File: src/rtl/onehot_decoder_seq.sv
// Sequenced 3-to-8 one-hot decoder: accepts a code over valid/ready, holds the
// matching one-hot line for HOLD_CYCLES, then forces zero for GAP_CYCLES.
module onehot_decoder_seq #(
   parameter int unsigned HOLD_CYCLES = 4,
   parameter int unsigned GAP_CYCLES  = 1
) (
   input  logic       clk,
   input  logic       rst,
   input  logic       enable,
   input  logic [2:0] code_in,
   input  logic       code_valid,
   output logic       code_ready,
   output logic [7:0] y,
   output logic       y_valid,
   output logic       busy,
   output logic       done
);

   localparam int unsigned MAX_CNT = (HOLD_CYCLES > GAP_CYCLES) ? HOLD_CYCLES : GAP_CYCLES;
   localparam int unsigned CW_RAW  = $clog2(MAX_CNT + 1);
   localparam int unsigned CW      = (CW_RAW < 1) ? 1 : CW_RAW;

   localparam logic [CW-1:0] HOLD_LOAD = CW'(HOLD_CYCLES - 1);
   localparam logic [CW-1:0] GAP_LOAD  = (GAP_CYCLES > 0) ? CW'(GAP_CYCLES - 1) : '0;

   typedef enum logic [1:0] {
      IDLE  = 2'd0,
      DRIVE = 2'd1,
      GAP   = 2'd2
   } state_t;

   state_t        state;
   logic [CW-1:0] cnt;

   // Handshake and status flags decode straight from the registered state.
   assign code_ready = (state == IDLE) & enable;
   assign y_valid    = (state == DRIVE);
   assign busy       = (state != IDLE);

   always_ff @(posedge clk) begin
      if (rst || !enable) begin
         state <= IDLE;
         y     <= 8'h00;
         cnt   <= '0;
         done  <= 1'b0;
      end else begin
         done <= 1'b0;
         case (state)
            IDLE: begin
               if (code_valid) begin
                  y     <= 8'(1) << code_in;
                  cnt   <= HOLD_LOAD;
                  state <= DRIVE;
               end
            end
            DRIVE: begin
               if (cnt != '0) begin
                  cnt <= cnt - CW'(1);
               end else begin
                  y    <= 8'h00;
                  done <= 1'b1;
                  if (GAP_CYCLES > 0) begin
                     state <= GAP;
                     cnt   <= GAP_LOAD;
                  end else begin
                     state <= IDLE;
                  end
               end
            end
            GAP: begin
               if (cnt != '0) begin
                  cnt <= cnt - CW'(1);
               end else begin
                  state <= IDLE;
               end
            end
            default: begin
               state <= IDLE;
               y     <= 8'h00;
               cnt   <= '0;
            end
         endcase
      end
   end

endmodule

File: config.mk
export PLATFORM = sky130hd
export DESIGN_NAME = onehot_decoder_seq
export DESIGN_NICKNAME = d
export VERILOG_FILES = /design/src/rtl/onehot_decoder_seq.sv
export SDC_FILE = /design/constraint.sdc
export NUM_CORES = 1
export LEC_CHECK = 0
export ABC_CLOCK_PERIOD_IN_PS = 2500
export BUFFER_PORTS_ARGS = -buffer_cell sky130_fd_sc_hd__buf_2
export CAP_MARGIN = 20
export CORE_MARGIN = 3
export CORE_UTILIZATION = 40
export CTS_CLUSTER_DIAMETER = 100
export DETAILED_ROUTE_END_ITERATION = 16
export PLACE_DENSITY = 0.72
export RECOVER_POWER = 100
export SLEW_MARGIN = 25
export SYNTH_ARGS = -nofsm -noshare
export SYNTH_HDL_FRONTEND = slang
export SYNTH_SLANG_ARGS = --single-unit
File: constraint.sdc
create_clock -name clk -period 2.5 [get_ports clk]
set_clock_uncertainty 0.1 [all_clocks]
set_input_delay 0.25 -clock clk [delete_from_list [all_inputs] [get_ports clk]]
set_output_delay 0.25 -clock clk [all_outputs]
set_load 0.02 [all_outputs]
# Yosys cells after proc, flatten, opt, wreduce, memory -nomap -nowiden
# Index checks and enable logic that the tools add are counted.
# classes
addsub	1
eq_ne	6
shift	1
mux	12
bitwise_logic	3
reduce_logical	9
# op_table
op	n
$pmux 8 s3	1
$mux 8	2
$mux 3	3
$pmux 3 s3	1
$ne 2x2->1 const B	4
$shl 1x3->8 const A	1
$mux 2	3
$pmux 2 s3	1
$reduce_and 3->1	2
$reduce_bool 3->1	1
$sub 3x1->3 const B	1
$eq 2x1->1 const B	1
$eq 2x2->1 const B	1
$logic_not 2->1	1
$not 1->1	2
$reduce_and 2->1	1
$reduce_bool 2->1	1
$reduce_or 2->1	1
$and 1x1->1	1
$logic_not 1->1	1
$logic_or 1x1->1	1
$mux 1	1
# totals
ff_bits	14
in_bits	7
output_inout_bits	12
word_cells	36

# Logic depth before layout (Yosys ltp)
# Gate-level depths: netlist of run 1.
# logic_depth
depth_word	3
depth_mapped	6
mapped_depth_nobuf	6

# Worst setup path before layout of run 1
# No wires, ideal clock.
# synth_path
kind	register -> register
start	reg cnt[0]
end	reg cnt[0]
setup_time_ns	0.074
t_arrival_ns	1.266
t_required_ns	2.326
setup_slack_ns	1.060
path_stages_with_launch	7
n_path_buf	0
synth_period_minus_slack_ns	1.440
path_cell_list	dfxtp_1 inv_1 ha_1 or2b_2 nand2_1 or3_1 a31oi_1
# synth_via
elab_chain_cells	3
elab_cells_between_ends	7
classes_between	1 x add/sub; 1 x eq/ne; 3 x mux; 2 x reduce/logical
# synth_rtl
item	line	source
start, declared	33	logic [CW-1:0] cnt;
start signal, assigned	58	cnt <= cnt - CW'(1);
start signal, assigned	72	cnt <= cnt - CW'(1);
$sub 3x1->3 or $reduce_bool 3->1 (tied branches)	--	
$mux 3 (tied with other cells)	71	if (cnt != '0) begin
$pmux 3 s3 or $reduce_and 2->1 (tied branches)	--	
# Parallel ways exist; a longest one is shown, timed or not. The select of a mux whose other input is x is not followed.
# A chain may end at the register's enable or synchronous reset.

# Worst setup path in the final report of run 1
# layout_path
start	reg cnt[0]
end	reg y[4]
# layout_via
elab_chain_cells	3
# layout_rtl
item	line	source
$reduce_bool 3->1	57	if (cnt != '0) begin
$ne 2x2->1 (no line)	--	
$reduce_and 3->1 (no line)	--	
end signal, assigned	51	y <= 8'(1) << code_in;
end, declared	13	output logic [7:0] y,
# Every way passes these cells.

==> metrics, run 1 <==
post-route minimum period=approximately 1.9 ns; HP Start=code_in[0]; WHS Endpoint=y[7]; DRC Markers=0; mapped cell area=between 700 and 800 um2; most frequent cells in the layout=14 x nor2_1, 14 x dfxtp_1, 12 x clkbuf_1; 1st-iter DRT viols=15; Wirelength per Cell=around 12 um; critical path required time=2.62 ns; Fmax=528 MHz; Die Ht=between 40 and 50 um; Tightest Pin Transition=~0.63 ns; Hold Vio Cnt, Final=0; WS Path Type=flop to flop; power density cells=a little under 600 nW/um2; post-synthesis cell type count=29; unrepaired setup endpoints after global routing=no; fillers=164; wirelength, routed=about 1500 um; Slew Limit Fails=0; GR peak layer=met1; proportion of layout cells with a drive suffix above 1=15.6%; Slew headroom=roughly three fifths; vias in the first global route=500; HP Class=input pin to flop; # clock sinks=14; antenna-violating nets left=0; CTS tree=yes; Synth area leader=dfxtp_1; CTS hold repair buffers=0; root buffer cell=clkbuf_4; Num CTS Buffers=3; reg-to-reg startpoint=cnt[0]; met1 usage=just under 20%; port bufs=18; DIE WIDTH=between 40 and 50 um; Post-Syn Instances=77; Pleak=roughly 0.3 nW; fin util=~51%; post-synth top area share=about two fifths; Finish-stage setup viols=0; CP startpoint kind=flop; CP max stage delay=0.52 ns; met3 Use GR=under 10%; post-layout power=about 0.00047 W; Core Area=approximately 1600 um2; num ports=19; clk_lat worst skew=0.28 ns; clock-pin slew on the worst setup and hold paths=around 0.090 ns; Crit Path Max Fanout=9; gr ovfl total=0; row count=14; Initial DRT Pass Iterations=4; FF+latch count, synth=14; r2r setup slk=0.61 ns; antenna fix cells=0; vias per std cell=roughly 5.2; Max-cap violations=0; worst reg-to-reg path cell count=6; Syn. warnings=0; DIE AREA=around 2300 um2; routing usage on met2=17.7%; GPL Wtd Cong=~0.8; Crit. End Element=flop; R2R Path End=y[4]; Slowest-stage cell, CP=o22ai_1; Seq/Total Area, Yosys=39.2%; GRT Util Overall=a little over an eighth; Starting Density=between 40% and 50%; Setup Fix Bufs, Post-CTS=0; Arr. time, crit path=~2 ns; PostCTS Resize Cnt=0; syn nets=between 80 and 90; largest net degree at the start of global routing=17; Detailed Place HPWL=1020 um; final period utilization=about three quarters; nets@finish=about 110; synthesis-to-layout area growth=13.1%; Mapped Avg Cell Area=slightly above 9 um2; status=complete, no violations; antenna violations before repair=0; H-tree level count=1; hold path depth=3; CTS Buffer Depth=2; worst setup margin=just over 0.6 ns; crit path cell chain=inv_1 -> ha_1 -> and2b_1 -> o22ai_1 -> a22oi_1 -> nor2_1; global-route wire length before repair=roughly 2200 um; pre-CTS WS=~0.87 ns; ranking of synthesized cells by area=dfxtp_1 39%, nor2_1 7.4%, a22oi_1 6.3%; Peak VDD IR=222 uV; setup total negative slack=0 ns; via count=between 600 and 700
-- cell families (layout without fill, tap and decap cells) --
logic type                 after synthesis  in the layout  share of synthesized area (%)
and+or+nand+nor                         35             35                           29.8
AOI/OAI and AO/OA                       18             18                           21.0
DFF                                     14             14                           39.2
buffers and inverters                    8             27                           6.48
adders and majority gates                2              2                           3.50
-- flip-flops by register name (all words and copies together), names as in the netlist --
register,cells
done,1
cnt,3
y,8
state,2
-- metal layers --
layer,part of all wire [%],wire (um),up-vias
met1,50,735,278
met5,0,0,-
met3,7.2,107,5
met2,41,601,24
met4,2.4,35,0
li1,-,-,318
-- where the power goes --
group          internal [W]  leakage, nW  switching, W
combinational     0.0000274        0.167     0.0000435
sequential         0.000228        0.114    0.00000689
clock             0.0000886       0.0210     0.0000768
total              0.000344        0.302      0.000127
-- worst max-delay path, delay by kind of cell, from the launching register on --
family	cells	cell delay (ns)
AND/OR/NAND/NOR	2	0.34
flip-flops	1	0.36
buffers and inverters	1	0.08
AO/OA/AOI/OAI	2	0.72
adder cells (fa/ha/maj)	1	0.23
-- per-stage QoR --
step,cell area [um2],cells,hold slack (ns)
2_1_floorplan,714,77,0.325
6_report,808,120,0.176
5_1_grt,808,120,0.184
3_5_place_dp,807,116,0.376
4_1_cts,843,120,0.171
3_3_place_gp,807,116,0.367
-- area by class of cell --
type	count	area, um2	share of cell area, %
inverter	5	18.8	2.32
multi-input combinational	55	368	45.5
sequential	14	280	34.7
tap	24	30.0	3.72
clock buffer	4	36.3	4.49
timing repair buffer	18	75.1	9.29
-- worst max-delay path by stage --
stage               slack [ns]  cells after the start  startpoint    endpoint
global placement          0.92                      4    state[0]        y[7]
floorplan                 1.06                      6      cnt[0]      cnt[0]
global route              0.47                      6      cnt[0]        y[6]
detailed placement        0.87                      4    state[0]        y[7]
CTS                       0.61                      3    state[0]  code_ready
finish                    0.61                      6      cnt[0]        y[4]
-- cells in the mapped netlist --
library cell / instances
nor2b_1: 3
o22ai_4: 1
nand2_1: 2
nor3_1: 3
a31oi_1: 1
nor2b_4: 1
a32oi_1: 3
buf_6: 2
o31ai_1: 3
buf_2: 1
nand3b_1: 1
and2b_1: 1
or2b_2: 1
nor3b_4: 1
and3b_1: 1
a22oi_1: 6
and2_1: 1
dfxtp_1: 14
nor2_1: 14
or3_1: 1
ha_1: 2
o21ai_0: 1
nand2b_4: 1
a2111oi_2: 1
a21oi_1: 2
and3_2: 1
nor4_1: 2
inv_1: 5
or2b_1: 1
Power figures use the tool's default switching activity.
==> run 2: changes to the inputs <==
--- a/config.mk
+++ b/config.mk
@@ -5,7 +5,7 @@
 export SDC_FILE = /design/constraint.sdc
 export NUM_CORES = 1
 export LEC_CHECK = 0
-export ABC_CLOCK_PERIOD_IN_PS = 2500
+export ABC_CLOCK_PERIOD_IN_PS = 1800
 export BUFFER_PORTS_ARGS = -buffer_cell sky130_fd_sc_hd__buf_2
 export CAP_MARGIN = 20
 export CORE_MARGIN = 3
==> constraint.sdc (replaced) <==
create_clock -name clk -period 1.8 [get_ports clk]
set_clock_uncertainty 0.1 [all_clocks]
set_input_delay 0.18 -clock clk [delete_from_list [all_inputs] [get_ports clk]]
set_output_delay 0.18 -clock clk [all_outputs]
set_load 0.02 [all_outputs]
==> run 2 against run 1 <==
  * Power rose by 28%
  * Final cell count did not move
  * First-iteration DRC count rose by 6.7%
  * Critical path depth fell by 3
  * Register-to-register slack got worse by 0.42 ns
  * Flip-flop and latch count did not move
  * Non-clock buffer count rose by 1
  * Clock power rose by 6%
  * Die area did not move
  * Combinational power rose by 51%
==> metrics, run 2 (same netlist as run 1, synthesis figures left out) <==
status=complete, no violations (unchanged); Wirelength per Cell=12.3 um (about the same); Max-cap violations=0 (unchanged); Hold Vio Cnt, Final=0 (unchanged); Core Area=1590 um2 (unchanged); root buffer cell=clkbuf_4 (unchanged); num ports=19 (unchanged); antenna violations before repair=0 (unchanged); HP Class=input pin to flop (unchanged); GRT Util Overall=15.7% (was 13.5%); most flop-heavy register=y (unchanged); Detailed Place HPWL=1080 um (was 1020 um); vias per std cell=5.32 (was 5.21); Crit Path Max Fanout=9 (unchanged); Slew headroom=65.8% (was 58.3%); WHS=0.129 ns (was 0.176 ns); worst path bufs/invs=2 (was 1); DIE AREA=2330 um2 (unchanged); CP top delay family=flip-flops (was compound AO/OA/AOI/OAI gates); Crit. End Element=output port (was flop); post-route minimum period=about 1.6 ns; fillers=166 (was 164); clk_lat worst skew=0.28 ns (about the same); setup total negative slack=0 ns (unchanged); wirelength, routed=1470 um (was 1480 um); DRC Markers=0 (unchanged); global-route wire length before repair=2330 um (was 2190 um); GPL Wtd Cong=0.807 (was 0.790); Setup Fix Bufs, Post-CTS=0 (unchanged); H-tree level count=1 (unchanged); nets@finish=107 (was 106); CTS hold repair buffers=0 (unchanged); critical path required time=1.52 ns (was 2.62 ns); CTS Buffer Depth=2 (unchanged); Arr. time, crit path=1.37 ns (was 2.01 ns); CTS tree=yes (unchanged); crit path cell chain=nand2b_1 -> inv_1 -> buf_2 (was inv_1 -> ha_1 -> and2b_1 -> o22ai_1 -> a22oi_1 -> nor2_1); Cells after DPL=117 (was 116); Slowest-stage cell, CP=dfxtp_1 (was o22ai_1); 1st-iter DRT viols=16 (was 15); final period utilization=around nine tenths; vias in the first global route=551 (was 500); gr ovfl total=0 (unchanged); largest net degree at the start of global routing=17 (unchanged); PostCTS Resize Cnt=0 (unchanged); Post-Layout Cell Count=120 (unchanged); most frequent cells in the layout=14 x nor2_1, 14 x dfxtp_1, 10 x clkbuf_1 (was 14 x nor2_1, 14 x dfxtp_1, 12 x clkbuf_1); Pleak=0.307 nW (was 0.302 nW); via count=638 (was 625); Peak VDD IR=318 uV (was 222 uV); Starting Density=44.8% (unchanged); antenna fix cells=0 (unchanged); port bufs=18 (unchanged); # clock sinks=14 (unchanged); WS Path Type=flop to output port (was flop to flop); Fmax=roughly 610 MHz; Initial DRT Pass Iterations=4 (unchanged); max reg flops=8 (unchanged); row count=14 (unchanged); antenna-violating nets left=0 (unchanged); Tightest Pin Transition=0.514 ns (was 0.626 ns); DIE WIDTH=48.3 um (unchanged); proportion of layout cells with a drive suffix above 1=17.7% (was 15.6%); Finish-stage setup viols=0 (unchanged); CP startpoint kind=flop (unchanged); synthesis-to-layout area growth=13.5% (was 13.1%); biggest regs=y (8), cnt (3), state (2) (unchanged); post-layout power=0.000604 W (was 0.000472 W); unrepaired setup endpoints after global routing=no (unchanged); power density cells=746 nW/um2 (was 583 nW/um2); clock-pin slew on the worst setup and hold paths=0.08 ns (was 0.09 ns); Slew Limit Fails=0 (unchanged); Num CTS Buffers=3 (unchanged); CP max stage delay=0.54 ns (was 0.52 ns); Die Ht=48.3 um (unchanged); r2r setup slk=0.19 ns (was 0.61 ns)
run 2: layer usage:
layer | GRT usage, % | vias up | routed length, um
met5 | 0 | - | 0
met4 | 12.9 | 0 | 56
met3 | 6.64 | 5 | 96
met2 | 23.2 | 24 | 659
met1 | 17.3 | 296 | 659
li1 | - | 313 | -
run 2: stage by stage:
stage	utilization, %	setup WS (ns)	cell area (um2)
2_1_floorplan	-	0.360	714
3_3_place_gp	51.1	0.254	815
3_5_place_dp	51.1	0.217	815
4_1_cts	52.5	0.196	837
5_1_grt	50.9	0.0811	811
6_report	50.9	0.154	811
run 2: worst min-delay path: stages:
cell and delay [ns]:
buf_2 0.12, a32oi_1 0.10, nor2_1 0.08
run 2: path summary, 6_finish.rpt:
path,startpoint,end,depth (start not counted)
setup / recovery,state[1],y_valid,3
hold / removal,code_in[0],y[3],3
setup reg to reg,cnt[0],cnt[0],6
hold reg to reg,y[3],y[3],2
run 2: power breakdown:
| group | internal [W] | switching (W) | total, W | leakage [nW] |
|---|---|---|---|---|
| combinational | 0.0000412 | 0.0000661 | 0.000107 | 0.180 |
| sequential | 0.000317 | 0.00000509 | 0.000322 | 0.114 |
| clock | 0.0000778 | 0.0000973 | 0.000175 | 0.0138 |
| total | 0.000436 | 0.000169 | 0.000604 | 0.307 |
run 2: layout make-up:
cell class                 count  area [um2]  area share (%)
inverter                       5        18.8            2.31
multi-input combinational     55         374            46.1
timing repair buffer          19        85.1            10.5
sequential                    14         280            34.6
clock buffer                   3        22.5            2.78
tap                           24        30.0            3.70
==> run 3: changes to the inputs <==
--- a/config.mk
+++ b/config.mk
@@ -8,13 +8,15 @@
 export ABC_CLOCK_PERIOD_IN_PS = 1800
 export BUFFER_PORTS_ARGS = -buffer_cell sky130_fd_sc_hd__buf_2
 export CAP_MARGIN = 20
+export CELL_PAD_IN_SITES_DETAIL_PLACEMENT = 0
+export CELL_PAD_IN_SITES_GLOBAL_PLACEMENT = 2
 export CORE_MARGIN = 3
-export CORE_UTILIZATION = 40
+export CORE_UTILIZATION = 29
 export CTS_CLUSTER_DIAMETER = 100
 export DETAILED_ROUTE_END_ITERATION = 16
-export PLACE_DENSITY = 0.72
+export PLACE_DENSITY = 0.83
 export RECOVER_POWER = 100
-export SLEW_MARGIN = 25
+export SLEW_MARGIN = 20
 export SYNTH_ARGS = -nofsm -noshare
 export SYNTH_HDL_FRONTEND = slang
 export SYNTH_SLANG_ARGS = --single-unit
==> run 3 against run 2 <==
  * Via count shrank 2.0%
  * Hold slack lost 0.010 ns
  * Utilization shrank 14 points
  * First-iteration DRC count shrank 25%
  * Critical path depth is the same
  * Largest cell class unchanged
  * Power grew 9.2%
==> metrics, run 3 (same netlist as run 1, synthesis figures left out) <==
status=complete, no violations (unchanged); Tightest Pin Transition=0.510 ns (was 0.514 ns); num ports=19 (unchanged); met1 wire length=711 um (was 659 um); GPL Wtd Cong=0.791 (was 0.807); Crit Path Max Fanout=9 (unchanged); clk_lat worst skew=0.28 ns (about the same); unrepaired setup endpoints after global routing=no (unchanged); WHS=0.118 ns (was 0.129 ns); most frequent cells in the layout=14 x nor2_1, 14 x dfxtp_1, 11 x clkbuf_1 (was 14 x nor2_1, 14 x dfxtp_1, 10 x clkbuf_1); Detailed Place HPWL=1160 um (was 1080 um); CTS Buffer Depth=2 (unchanged); critical path required time=1.52 ns (about the same); Slew Limit Fails=0 (unchanged); worst setup margin=0.148 ns (was 0.154 ns); pre-CTS WS=0.218 ns (was 0.217 ns); row count=17 (was 14); Die Ht=55.6 um (was 48.3 um); H-tree level count=1 (unchanged); CP max stage delay=0.53 ns (was 0.54 ns); Cells after DPL=121 (was 117); root buffer cell=clkbuf_4 (unchanged); antenna violations before repair=0 (unchanged); 1st-iter DRT viols=12 (was 16); post-route minimum period=1.65 ns (about the same); Fmax=605 MHz (was 607 MHz); largest net degree at the start of global routing=17 (unchanged); Hold Vio Cnt, Final=0 (unchanged); DIE AREA=3100 um2 (was 2330 um2); area taken by multi-input logic gates=374 um2 (unchanged); Top Metal Used=met4 (unchanged); global-route wire length before repair=2570 um (was 2330 um); Arr. time, crit path=1.37 ns (about the same); total length of routed met2 wires=697 um (was 659 um); Seq. cell area=280 um2 (unchanged); max reg flops=8 (unchanged); clock-pin slew on the worst setup and hold paths=0.09 ns (was 0.08 ns); antenna-violating nets left=0 (unchanged); most flop-heavy register=y (unchanged); WS Path Type=flop to output port (unchanged); fin area=828 um2 (was 811 um2); Slowest-stage cell, CP=dfxtp_1 (unchanged); Setup Fix Bufs, Post-CTS=0 (unchanged); PostCTS Resize Cnt=0 (unchanged); crit path cell chain=nand2b_1 -> inv_1 -> buf_2 (unchanged); CTS hold repair buffers=0 (unchanged); Finish-stage setup viols=0 (unchanged); power density cells=797 nW/um2 (was 746 nW/um2); HP Class=input pin to flop (unchanged); Peak VDD IR=380 uV (was 318 uV); vias per std cell=5.00 (was 5.32); # clock sinks=14 (unchanged); Starting Density=31.4% (was 44.8%); worst path bufs/invs=2 (unchanged); fillers=261 (was 166); DRC Markers=0 (unchanged); Max-cap violations=0 (unchanged); Initial DRT Pass Iterations=4 (unchanged); setup total negative slack=0 ns (unchanged); Placed Area=820 um2 (was 815 um2); gr ovfl total=0 (unchanged); biggest regs=y (8), cnt (3), state (2) (unchanged); vias in the first global route=574 (was 551); wirelength, routed=1550 um (was 1470 um); GRT Util Overall=10.5% (was 15.7%); proportion of layout cells with a drive suffix above 1=17.5% (was 17.7%); Wirelength per Cell=12.4 um (was 12.3 um); port bufs=18 (unchanged); synthesis-to-layout area growth=15.9% (was 13.5%); Post-Layout Cell Count=125 (was 120); CTS tree=yes (unchanged); CP top delay family=flip-flops (unchanged); CP startpoint kind=flop (unchanged); metal3 WL=125 um (was 96 um); Core Area=2280 um2 (was 1590 um2); Slew headroom=66.0% (was 65.8%); via count=625 (was 638); DIE WIDTH=55.6 um (was 48.3 um); antenna fix cells=0 (unchanged); Num CTS Buffers=3 (unchanged); final period utilization=91.8% (was 91.5%); Pleak=0.312 nW (was 0.307 nW); nets@finish=107 (unchanged); Crit. End Element=output port (unchanged)
==> run 3: layout make-up <==
cell class | count | share of cell area, %
Inverter | 5 | 2.27
Sequential cell | 14 | 33.8
Tap cell | 28 | 4.23
Multi-Input combinational cell | 55 | 45.2
Timing Repair Buffer | 19 | 10.1
Clock buffer | 4 | 4.38
==> run 3: metrics by stage <==
step	power (W)	utilization [%]
final	0.000660	36.4
after global routing	0.000699	36.4
after CTS	0.000676	37.6
after detailed placement	0.000443	36.0
after global placement	0.000442	36.0
after floorplan	0.000413	-
==> run 3: tightest hold or removal path: stages <==
cell and delay, ns:
buf_2 0.13, nor2_1 0.08, a2111oi_0 0.06
==> run 3: routing by layer <==
metal / up-vias / GRT usage, %
met5: - / 0
met4: 0 / 3.13
met3: 2 / 5.34
met2: 22 / 16.4
met1: 285 / 12.5
li1: 316 / -
==> run 3: path summary, 6_finish.rpt <==
path | startpoint | end | slack (ns) | cells past startpoint
worst max register to register | cnt[0] | cnt[0] | 0.20 | 6
worst min-delay path | code_valid | state[0] | 0.12 | 3
worst max-delay path | state[1] | y_valid | 0.15 | 3
worst min register to register | cnt[0] | cnt[0] | 0.41 | 2
==> run 3: power breakdown <==
part           leakage (nW)  internal (W)  switching, W
Combinational         0.177     0.0000407     0.0000649
Sequential            0.114      0.000317    0.00000747
Clock                0.0210      0.000123      0.000107
